===== config.mk =====
export PLATFORM = sky130hd
export DESIGN_NAME = muldiv_unit_flat
export DESIGN_NICKNAME = d
export VERILOG_FILES = /design/src/rtl/muldiv_pkg.sv /design/src/rtl/muldiv_if.sv /design/src/rtl/muldiv_step.sv /design/src/rtl/muldiv_unit.sv /design/src/flat_wrapper.sv
export SDC_FILE = /design/constraint.sdc
export NUM_CORES = 1
export LEC_CHECK = 0
export ABC_CLOCK_PERIOD_IN_PS = 6500
export CELL_PAD_IN_SITES_DETAIL_PLACEMENT = 1
export CELL_PAD_IN_SITES_GLOBAL_PLACEMENT = 1
export CORE_MARGIN = 3
export CORE_UTILIZATION = 48
export CTS_CLUSTER_SIZE = 16
export DETAILED_ROUTE_END_ITERATION = 16
export GPL_TIMING_DRIVEN = 0
export PLACE_DENSITY = 0.95
export RECOVER_POWER = 100
export SETUP_SLACK_MARGIN = 0.5
export SLEW_MARGIN = 0
export SYNTH_ARGS = -nofsm -noshare
export SYNTH_HDL_FRONTEND = slang
export SYNTH_SLANG_ARGS = --single-unit

===== constraint.sdc =====
create_clock -name clk -period 6.5 [get_ports clk]
set_input_delay 1.3 -clock clk [delete_from_list [all_inputs] [get_ports clk]]
set_output_delay 1.3 -clock clk [all_outputs]
set_load 0.02 [all_outputs]

===== src/rtl/muldiv_pkg.sv =====
// Shared constants and types for the iterative multiply/divide unit.
// Holds op encodings, FSM states and the fixed datapath width.
package muldiv_pkg;

    localparam int DATA_W = 32;
    localparam int ITERS  = 32;

    localparam logic [1:0] OP_MULT  = 2'b00;
    localparam logic [1:0] OP_MULTU = 2'b01;
    localparam logic [1:0] OP_DIV   = 2'b10;
    localparam logic [1:0] OP_DIVU  = 2'b11;

    typedef enum logic [1:0] {
        IDLE = 2'b00,
        CALC = 2'b01,
        FIX  = 2'b10
    } state_t;

endpackage


===== src/rtl/muldiv_if.sv =====
// Issue/result bundle between control, register file and muldiv_unit.
// Master drives operands and commands; slave returns status and HI/LO.
interface muldiv_if;
    import muldiv_pkg::*;

    logic              start;
    logic [1:0]        op;
    logic [DATA_W-1:0] rs_data;
    logic [DATA_W-1:0] rt_data;
    logic              hi_write;
    logic              lo_write;
    logic              busy;
    logic              done;
    logic [DATA_W-1:0] hi;
    logic [DATA_W-1:0] lo;

    modport master (
        output start, op, rs_data, rt_data, hi_write, lo_write,
        input  busy, done, hi, lo
    );

    modport slave (
        input  start, op, rs_data, rt_data, hi_write, lo_write,
        output busy, done, hi, lo
    );

endinterface


===== src/rtl/muldiv_step.sv =====
// One iteration of the datapath: shift-add multiply or
// restoring trial-subtract divide on unsigned magnitudes.
module muldiv_step
    import muldiv_pkg::*;
(
    input  logic                is_div,
    input  logic [2*DATA_W-1:0] acc,
    input  logic [DATA_W-1:0]   rem,
    input  logic [DATA_W-1:0]   b,
    output logic [2*DATA_W-1:0] acc_nxt,
    output logic [DATA_W-1:0]   rem_nxt
);

    logic [DATA_W:0]   sum;
    logic [DATA_W:0]   sh;
    logic [DATA_W-1:0] diff;
    logic              fits;

    always_comb begin
        sum     = {1'b0, acc[2*DATA_W-1:DATA_W]} + {1'b0, b};
        sh      = {rem, acc[DATA_W-1]};
        fits    = (sh >= {1'b0, b});
        // result is below divisor when it fits, so 32 bits suffice
        diff    = sh[DATA_W-1:0] - b;
        acc_nxt = acc;
        rem_nxt = rem;
        if (is_div) begin
            acc_nxt = {{DATA_W{1'b0}}, acc[DATA_W-2:0], fits};
            rem_nxt = fits ? diff : sh[DATA_W-1:0];
        end else if (acc[0]) begin
            acc_nxt = {sum, acc[DATA_W-1:1]};
        end else begin
            acc_nxt = {1'b0, acc[2*DATA_W-1:1]};
        end
    end

endmodule


===== src/rtl/muldiv_unit.sv =====
// Iterative MULT/MULTU/DIV/DIVU unit owning the HI/LO registers.
// One result bit per clock; sign fix-up in a final FIX cycle.
module muldiv_unit
    import muldiv_pkg::*;
(
    input  logic     clk,
    input  logic     reset,
    muldiv_if.slave  bus
);

    state_t              state, state_nxt;
    logic [4:0]          cnt;
    logic [2*DATA_W-1:0] acc, acc_nxt;
    logic [DATA_W-1:0]   rem, rem_nxt;
    logic [DATA_W-1:0]   b;
    logic [DATA_W-1:0]   rs_keep;
    logic                is_div;
    logic                neg_q;
    logic                neg_r;
    logic                div0;
    logic [DATA_W-1:0]   hi_q, lo_q;
    logic                done_q;

    logic                sgn;
    logic [DATA_W-1:0]   ma, mb;
    logic [2*DATA_W-1:0] prod;
    logic [DATA_W-1:0]   quo, rmd;

    muldiv_step u_step (
        .is_div  (is_div),
        .acc     (acc),
        .rem     (rem),
        .b       (b),
        .acc_nxt (acc_nxt),
        .rem_nxt (rem_nxt)
    );

    always_comb begin
        sgn  = ~bus.op[0];
        ma   = (sgn && bus.rs_data[DATA_W-1]) ? -bus.rs_data : bus.rs_data;
        mb   = (sgn && bus.rt_data[DATA_W-1]) ? -bus.rt_data : bus.rt_data;
        prod = neg_q ? -acc : acc;
        quo  = neg_q ? -acc[DATA_W-1:0] : acc[DATA_W-1:0];
        rmd  = neg_r ? -rem : rem;
    end

    always_ff @(posedge clk) begin
        if (reset) state <= IDLE;
        else       state <= state_nxt;
    end

    always_comb begin
        state_nxt = state;
        unique case (state)
            IDLE: if (bus.start) state_nxt = CALC;
            CALC: if (cnt == 5'(ITERS - 1)) state_nxt = FIX;
            FIX:  state_nxt = IDLE;
            default: state_nxt = IDLE;
        endcase
    end

    always_ff @(posedge clk) begin
        if (reset) begin
            cnt     <= '0;
            acc     <= '0;
            rem     <= '0;
            b       <= '0;
            rs_keep <= '0;
            is_div  <= 1'b0;
            neg_q   <= 1'b0;
            neg_r   <= 1'b0;
            div0    <= 1'b0;
            hi_q    <= '0;
            lo_q    <= '0;
            done_q  <= 1'b0;
        end else begin
            done_q <= 1'b0;
            unique case (state)
                IDLE: begin
                    if (bus.start) begin
                        is_div  <= bus.op[1];
                        acc     <= {{DATA_W{1'b0}}, bus.op[1] ? ma : mb};
                        b       <= bus.op[1] ? mb : ma;
                        rem     <= '0;
                        cnt     <= '0;
                        rs_keep <= bus.rs_data;
                        neg_q   <= sgn & (bus.rs_data[DATA_W-1] ^ bus.rt_data[DATA_W-1]);
                        neg_r   <= sgn & bus.rs_data[DATA_W-1];
                        div0    <= bus.op[1] & (bus.rt_data == '0);
                    end else begin
                        if (bus.hi_write) hi_q <= bus.rs_data;
                        if (bus.lo_write) lo_q <= bus.rs_data;
                    end
                end
                CALC: begin
                    acc <= acc_nxt;
                    rem <= rem_nxt;
                    cnt <= cnt + 5'd1;
                end
                FIX: begin
                    done_q <= 1'b1;
                    // divide by zero reports the raw dividend, never a signed fix-up
                    if (div0) begin
                        hi_q <= rs_keep;
                        lo_q <= '1;
                    end else if (is_div) begin
                        hi_q <= rmd;
                        lo_q <= quo;
                    end else begin
                        hi_q <= prod[2*DATA_W-1:DATA_W];
                        lo_q <= prod[DATA_W-1:0];
                    end
                end
                default: ;
            endcase
        end
    end

    assign bus.busy = (state != IDLE);
    assign bus.done = done_q;
    assign bus.hi   = hi_q;
    assign bus.lo   = lo_q;

endmodule


===== src/flat_wrapper.sv =====
// flat-port wrapper written by rule: the top's interface ports become plain ports
module muldiv_unit_flat import muldiv_pkg::*;
  (clk, reset, bus_start, bus_op, bus_rs_data, bus_rt_data, bus_hi_write, bus_lo_write, bus_busy, bus_done, bus_hi, bus_lo);
  muldiv_if bus_i ();
  input  logic clk;
  input  logic reset;
  input wire logic [$bits(bus_i.start)-1:0] bus_start;
  input wire logic [$bits(bus_i.op)-1:0] bus_op;
  input wire logic [$bits(bus_i.rs_data)-1:0] bus_rs_data;
  input wire logic [$bits(bus_i.rt_data)-1:0] bus_rt_data;
  input wire logic [$bits(bus_i.hi_write)-1:0] bus_hi_write;
  input wire logic [$bits(bus_i.lo_write)-1:0] bus_lo_write;
  output wire logic [$bits(bus_i.busy)-1:0] bus_busy;
  output wire logic [$bits(bus_i.done)-1:0] bus_done;
  output wire logic [$bits(bus_i.hi)-1:0] bus_hi;
  output wire logic [$bits(bus_i.lo)-1:0] bus_lo;
  assign bus_i.start = bus_start;
  assign bus_i.op = bus_op;
  assign bus_i.rs_data = bus_rs_data;
  assign bus_i.rt_data = bus_rt_data;
  assign bus_i.hi_write = bus_hi_write;
  assign bus_i.lo_write = bus_lo_write;
  assign bus_busy = bus_i.busy;
  assign bus_done = bus_i.done;
  assign bus_hi = bus_i.hi;
  assign bus_lo = bus_i.lo;
  muldiv_unit u_core (.clk(clk), .reset(reset), .bus(bus_i));
endmodule

### Word level (Yosys, flattened, before mapping)

Cells that the tools add are included.

* flip-flop bits (word level): 236
* word-level logic and storage cells: 80
* output and inout port bits: 66
* input port bits: 71

* $add $sub $neg: 8
* order comparisons: 1
* reduce and logical (&&, ||, !) cells: 13
* bitwise gates (word level): 5
* eq/ne operators: 9
* muxes and demuxes: 31

Operators with widths (count)
* two-way mux 32 bit: 17
* two-way mux 64 bit: 4
* one-hot mux 32 bit (2 select lines): 3
* negator 32 bit: 4
* one-hot mux 64 bit (2 select lines): 1
* negator 64 bit: 1
* adder 32 x 32 -> 33 bit: 1
* >= comparator 33 x 32 -> 1 bit: 1
* zero test 32 bit: 1
* subtractor 32 bit: 1
* one-hot mux 5 bit (2 select lines): 1
* AND reduction 3 bit: 3
* != test 2 bit (second input constant): 4
* AND reduction 2 bit: 3
* nonzero test 2 bit: 3
* adder 5 x 1 -> 5 bit (second input constant): 1
* == test 5 bit (second input constant): 1
* two-way mux 5 bit: 1
* two-way mux 2 bit: 2
* != test 2 x 1 -> 1 bit (second input constant): 2
* one-hot mux 2 bit (2 select lines): 1
* bitwise AND 1 bit: 3
* == test 2 x 1 -> 1 bit (second input constant): 1
* == test 2 bit (second input constant): 1
* other kinds (5): 6

### Longest topological paths before layout

Gate-level depths: netlist of the first run.

* word-level depth: 6
* depth in mapped cells: 12
* depth with buffers taken out: 12

### Cells and area by module

Synthesis of the first run repeated with hierarchy kept, for this count alone.

* cells, all modules: 2646
* area total of the unflattened synthesis: 19060.8 µm²

Modules (own cells, without submodules)
* muldiv_unit: area each 14076.0 µm², times used 1, seq. area each 4724.5 µm², cells each 1887
* muldiv_step: area each 4984.8 µm², times used 1, seq. area each 0.0 µm², cells each 759

### Least setup slack after synthesis of the first run

Ideal clock, no wire load.

* path type: input -> register
* from: input bus_rs_data[0]
* to: register u_core.acc[28]
* slack: 2991 ps
* cell stages on the path: 11
* setup time: 137 ps
* data required time: 6363 ps
* data arrival time: 3371 ps
* path buffers: 1
* cells stage by stage: clkbuf_1 inv_1 ha_1 or3b_2 nor2_1 nand4_1 o41ai_2 xnor2_1 and3_1 a211oi_1 a211oi_1

* cells in the longest elaborated chain, start to end: 5

Ends and longest elaborated chain
* start, declared: RTL line flat_wrapper.sv:9 `input wire logic [$bits(bus_i.rs_data)-1:0] bus_rs_data;`
* negator 32 bit: RTL line muldiv_unit.sv:40 `ma = (sgn && bus.rs_data[DATA_W-1]) ? -bus.rs_data : bus.rs_data;`
* two-way mux 32 bit: RTL line muldiv_unit.sv:40
* two-way mux 32 bit: RTL line muldiv_unit.sv:82 `acc <= {{DATA_W{1'b0}}, bus.op[1] ? ma : mb};`
* two-way mux 64 bit: RTL line muldiv_unit.sv:80 `if (bus.start) begin`
* one-hot mux 64 bit (2 select lines): RTL line muldiv_unit.sv:78 `unique case (state)`
* end signal, assigned: RTL line muldiv_unit.sv:82
* end signal, assigned: RTL line muldiv_unit.sv:96 `acc <= acc_nxt;`
* end, declared: RTL line muldiv_unit.sv:13 `logic [2*DATA_W-1:0] acc, acc_nxt;`

No other way between the ends. The select of a mux whose other input is x is not followed.
A chain may end at the register's enable or synchronous reset.

### Worst setup path in the final report of the first run

* from: input bus_rs_data[9]
* to: register u_core.acc[22]

Same word-level chain as after synthesis.

==> results of run 1 <==
flip-flops by register name, summed over array words and instances, names as in the netlist:
name,count
u_core.acc,64
u_core.b,32
u_core.bus.done,1
u_core.bus.hi,32
u_core.bus.lo,32
u_core.cnt,5
u_core.div0,1
u_core.is_div,1
u_core.neg_q,1
u_core.neg_r,1
u_core.rem,32
u_core.rs_keep,32
u_core.state,2
critical path, cell delays in order:
cell           delay, ns
dlygate4sd3_1       0.86
or4_1               0.73
nor4_1              1.02
and3_1              0.44
a21oi_1             0.13
xnor2_1             0.52
nor2_1              0.08
a2111oi_0           0.61
a211oi_1            0.10
metal layers:
metal / part of all wire / wire (um)
met5: 0.00038 / 34
met4: 0.075 / 6790
met3: 0.13 / 11900
met2: 0.42 / 38200
met1: 0.37 / 33400
cell families after synthesis:
kind of cell,after synthesis,share of synthesized area
compound gates,772,0.289
simple gates,704,0.189
buf+inv,249,0.0542
flops,236,0.265
xor+xnor,193,0.0948
mux,100,0.0571
fa+ha+maj,72,0.0514
through the flow:
| stage | setup WS [ns] | hold slack, ns | util | std cells |
|---|---|---|---|---|
| CTS | 2.20 | 0.461 | 0.571 | 2959 |
| global route | 1.19 | 0.480 | 0.568 | 2959 |
| global placement | 1.81 | 0.439 | 0.544 | 2911 |
| finish | 1.12 | 0.466 | 0.568 | 2959 |
| floorplan | 2.99 | 0.432 | - | 2326 |
| detailed placement | 1.69 | 0.451 | 0.544 | 2911 |
worst paths after layout:
check	startpoint	end	depth (start not counted)
hold / removal	u_core.rs_keep[19]	u_core.rs_keep[19]	2
hold reg to reg	u_core.rs_keep[19]	u_core.rs_keep[19]	2
setup / recovery	bus_rs_data[9]	u_core.acc[22]	9
setup reg to reg	u_core.b[22]	u_core.rem[17]	12
report_power, final:
group	switching (mW)	total (mW)	internal (mW)
registers	0.0897	1.61	1.52
logic	0.793	1.17	0.372
clock network	0.704	1.74	1.03
cells in the final DEF, fill, tap and decap left out, types with 55 or more instances in the layout:
master | Yosys | routed
clkbuf_1 | 146 | 160
nor3_1 | 55 | 55
a211oi_1 | 60 | 60
o21ai_0 | 144 | 146
xor2_1 | 95 | 95
a21oi_1 | 208 | 208
dlygate4sd3_1 | 0 | 74
dfxtp_1 | 236 | 236
nand2_1 | 255 | 255
xnor2_1 | 98 | 98
nor2_1 | 183 | 183
mux2i_1 | 86 | 86
ha_1 | 70 | 70
inv_1 | 70 | 70
layout make-up:
type	instances	area, sq um	area share
Timing Repair Buffer	124	1240	0.0605
Tap cell	461	577	0.0281
Sequential cell	236	4720	0.230
Clock buffer	36	772	0.0377
Multi-Input combinational cell	1841	12000	0.587
Clock inverter	12	200	0.00976
Inverter	72	270	0.0132
Buffer	177	678	0.0331
==> results.yml, run 1 <==
drt:
  postRouteAntennaNets: 0
  vias_per_cell: 7.14
  drtIter0Drc: 2539
  wirelength_um: 90300
  drc: 0
  vias: 21100
  wl_per_cell_um: 30.5
  first_pass_iters: 9
timing:
  rsz0062_at_grt: "false"
  min_period_over_period: 0.828
  fmax_mhz: 186
  worst_clock_skew_ns: 0.0161
  setup_viol: 0
  fin_crit_ns: 5.38
  drv_slew: 0
  max_slew_margin: 0.133
  fin_setup_tns_ns: 0
  hold_violations: 0
  worstMarginPinSlew_ns: 1.29
outcome:
  outcome: "finished, final reports clean"
worst_setup_path:
  r2r_slack_ns: 1.64
  path_max_fanout: 9
  critPathRequiredTime_ns: 6.93
  setup.worst_path.start_class: "input pin"
  arrival_ns: 5.81
  endpoint_kind: "register"
  crit_type: "input pin to register"
global_route:
  overflow: 0
  grt_pass1_wl_um: 132000
  grt_util_met1: 0.559
  use_met3: 0.105
  grt_max_degree: 14
  gr-max-usage-layer: "met2"
  antenna_found_initial: 3
  grtUsageMet2: 0.679
  track_usage: 0.441
  grt_pass1_vias: 20800
die:
  die-width_um: 199
  ios: 137
  core_area_sq_mm: 0.0361
  die_y_um: 199
  initial_core_util: 0.494
  placementRows: 69
  dieArea_sq_mm: 0.0395
clocking:
  cts_setup_buffers: 0
  cts-buffers-inserted: 28
  cts-root-buf: "clkbuf_16"
  clkSinkCount: 236
  clk_latency_ns: 0.58
  cts_tree: "built"
  clk_pin_slew_ns: 0.06
  h-tree-depth: 1
  cts_resized: 0
  ctsLongestPathBuffers: 3
  cts_hold_buf: 0
logic_synthesis:
  synthTopCellsByCount: "nand2_1, dfxtp_1, a21oi_1, nor2_1, clkbuf_1"
  synth_edf_count: 0
  syn_nets: 2469
  synth.avg_cell_area_sq_um: 7.66
  async_flop_share: 0
  synth_top_area_frac: 0.265
  netlist_top_cells_area: "dfxtp_1, a21oi_1, nand2_1, ha_1, mux2i_1"
  syn-cell-area_sq_mm: 0.0178
  yosysTopAreaCell: "dfxtp_1"
  synth-seq-cells: 236
  ys_warn_count: 0
  synth_flop_cell: "dfxtp_1"
  synthMostInstantiatedCell: "nand2_1"
  ys_seq_area_frac: 0.265
  syn_inst: 2326
  synth_cell_types: 87
layout:
  nNetsFinal: 2623
  fillerInstances: 4536
  drive_gt1_frac: 0.0332
  diodes: 0
  syn_to_final_growth_pct: 15.0
  fin_area_sq_mm: 0.0205
placed_design:
  dp_hpwl_um: 68700
  placed_cell_area_sq_mm: 0.0196
  io_buffers: 124
  gp_congestion: 1.04
pwr:
  peakVddDrop_v: 0.000199
  pwr_density_cell_mw_per_mm2: 220
  p_total_mw: 4.51
  leakage_nw: 7.91
run:
  max_cap_viol_count: 0
hold_path:
  hp-class: "register to register"
Power figures use the tool's default switching activity.
==> run 2: changes to the inputs <==
ABC_CLOCK_PERIOD_IN_PS = 5500   (was 6500)
CORE_UTILIZATION = 45   (was 48)
PLACE_DENSITY = 0.93   (was 0.95)
clock period = 5.5 ns   (was 6.5 ns; I/O delays follow)
==> run 2 against run 1 <==
Clock-buffer cell count unchanged. Largest power group unchanged. Register-to-register slack worse by 0.74 ns. Critical endpoint is now u_core.bus.hi[30]. Via count up 0.34%. Total power up 21%. Die area up 6.5%. Clock power up 24%.
==> results.yml, run 2 (synthesized netlist as in run 1, its figures left out) <==
drt:
  wirelength_um: 92000
  drc: 0
  postRouteAntennaNets: 0
  wl_per_cell_um: 30.4
  drtIter0Drc: 2553
  vias_per_cell: 7.02
  vias: 21200
  first_pass_iters: 8
layout:
  fillerInstances: 4848
  final_common_cell: "nand2_1"
  final_core_util: 0.532
  fin_area_sq_mm: 0.0207
  nNetsFinal: 2623
  layout_common_cells: "nand2_1, dfxtp_1, a21oi_1"
  syn_to_final_growth_pct: 16.1
  largest_register_ffs: 64
  regMostFlops: "u_core.acc"
  drive_gt1_frac: 0.0372
  fin_cells: 3022
die:
  dieArea_sq_mm: 0.0420
  ios: 137
  die_y_um: 205
  core_area_sq_mm: 0.0389
  die-width_um: 205
  placementRows: 72
  initial_core_util: 0.458
global_route:
  grt_pass1_vias: 21300
  antenna_found_initial: 4
  track_usage: 0.423
  grt_pass1_wl_um: 135000
  grt_max_degree: 15
  overflow: 0
timing:
  holdWs_ns: 0.465
  fmax_mhz: 217
  fin_setup_tns_ns: 0
  drv_slew: 0
  rsz0062_at_grt: "false"
  setup_viol: 0
  worst_clock_skew_ns: 0.0291
  min_period_over_period: 0.837
  fin_crit_ns: 4.60
  max_slew_margin: 0.108
  worstMarginPinSlew_ns: 1.34
  hold_violations: 0
pwr:
  p_sw_frac: 0.351
  clkPwrFrac: 0.395
  leakage_nw: 7.95
  pwr_density_cell_mw_per_mm2: 264
  p_int_mw: 3.54
  switchingPower_mw: 1.91
  pwr-share-seq: 0.350
  combPwrFrac: 0.255
  peakVddDrop_v: 0.000297
clocking:
  clk_pin_slew_ns: 0.07
  cts_resized: 0
  cts-root-buf: "clkbuf_16"
  cts_setup_buffers: 0
  clkSinkCount: 236
  cts_tree: "built"
  cts_hold_buf: 0
  cts-buffers-inserted: 28
  clk_latency_ns: 0.59
  h-tree-depth: 1
  ctsLongestPathBuffers: 3
placed_design:
  placed_cell_area_sq_mm: 0.0197
  dp.cells: 2968
  gp_congestion: 1.03
  dp_hpwl_um: 69800
  io_buffers: 124
worst_setup_path:
  critPathMaxStageDelay_ns: 0.94
  setup.worst_path.start_class: "register"
  critPathRequiredTime_ns: 5.92
  crit_path_top_delay_cell: "nor4_1"
  arrival_ns: 5.02
  path_max_fanout: 9
  critPathBufInv: 2
  crit_chain: "clkbuf_1 > clkinv_1 > ha_1 > or3b_2 > nor4_1 > nand4_1 > o41ai_1 > xor2_1 > o211a_1 > nor3_1"
  critical_path.top_delay_family: "simple AND/OR/NAND/NOR gates"
  crit_type: "register to register"
  endpoint_kind: "register"
outcome:
  outcome: "finished, final reports clean"
hold_path:
  hp-class: "register to register"
run:
  max_cap_viol_count: 0
==> run 2: cell count changes in the layout (fill, tap and decap cells not counted), moves of 2 or more <==
cell | before | now
clkbuf_8 | 2 | 6
clkinv_4 | 0 | 3
nor4_4 | 0 | 2
buf_1 | 18 | 20
dlygate4sd3_1 | 74 | 71
clkdlybuf4s50_1 | 50 | 53
clkbuf_1 | 160 | 155
diode_2 | 0 | 2
nor4_1 | 23 | 21
==> run 2: power by group through the flow <==
stage	Clock, mW	Sequential [mW]	Combinational [mW]
after floorplan	0	1.92	0.792
after global placement	0	1.93	1.28
after detailed placement	0	1.94	1.32
after CTS	2.13	1.90	1.35
after global routing	2.22	1.91	1.45
final	2.16	1.91	1.39
==> run 2: metrics by stage <==
stage	setup slack, ns	power (mW)
after floorplan	2.19	2.71
final	0.899	5.46
after global placement	1.13	3.21
after global routing	0.693	5.58
after detailed placement	0.969	3.26
after CTS	1.17	5.38
==> run 2: path summary, 6_finish.rpt <==
| path | startpoint | end | slack [ns] | cells after the start |
|---|---|---|---|---|
| hold / removal | u_core.rs_keep[25] | u_core.rs_keep[25] | 0.47 | 2 |
| setup / recovery | u_core.acc[0] | u_core.bus.hi[30] | 0.90 | 10 |
| setup reg to reg | u_core.acc[0] | u_core.bus.hi[30] | 0.90 | 10 |
| hold reg to reg | u_core.rs_keep[25] | u_core.rs_keep[25] | 0.47 | 2 |
==> run 2: metal layers <==
layer | share of wire | vias to the layer above | global-route usage
li1 | - | 8925 | -
met1 | 0.37 | 10300 | 0.519
met2 | 0.42 | 1570 | 0.644
met3 | 0.12 | 457 | 0.0984
met4 | 0.089 | 4 | 0.315
met5 | 0.00026 | - | 0
==> run 2: layout make-up <==
cell class | instances | area, sq um | share of cell area
Antenna cell | 2 | 5.00 | 0.000242
Buffer | 177 | 678 | 0.0328
Clock buffer | 36 | 791 | 0.0382
Clock inverter | 16 | 265 | 0.0128
Inverter | 72 | 270 | 0.0131
Multi-Input combinational cell | 1841 | 12100 | 0.583
Sequential cell | 236 | 4720 | 0.228
Tap cell | 518 | 648 | 0.0313
Timing Repair Buffer | 124 | 1240 | 0.0600
==> run 2: worst reg2reg max path: cells and delay by family, from the launching register on <==
kind,cells,cell delay (ns)
AND/OR/NAND/NOR,4,2.03
AO/OA/AOI/OAI,2,0.76
buffers and inverters,2,0.75
adder cells (fa/ha/maj),1,0.33
flip-flops,1,0.31
XOR/XNOR,1,0.28
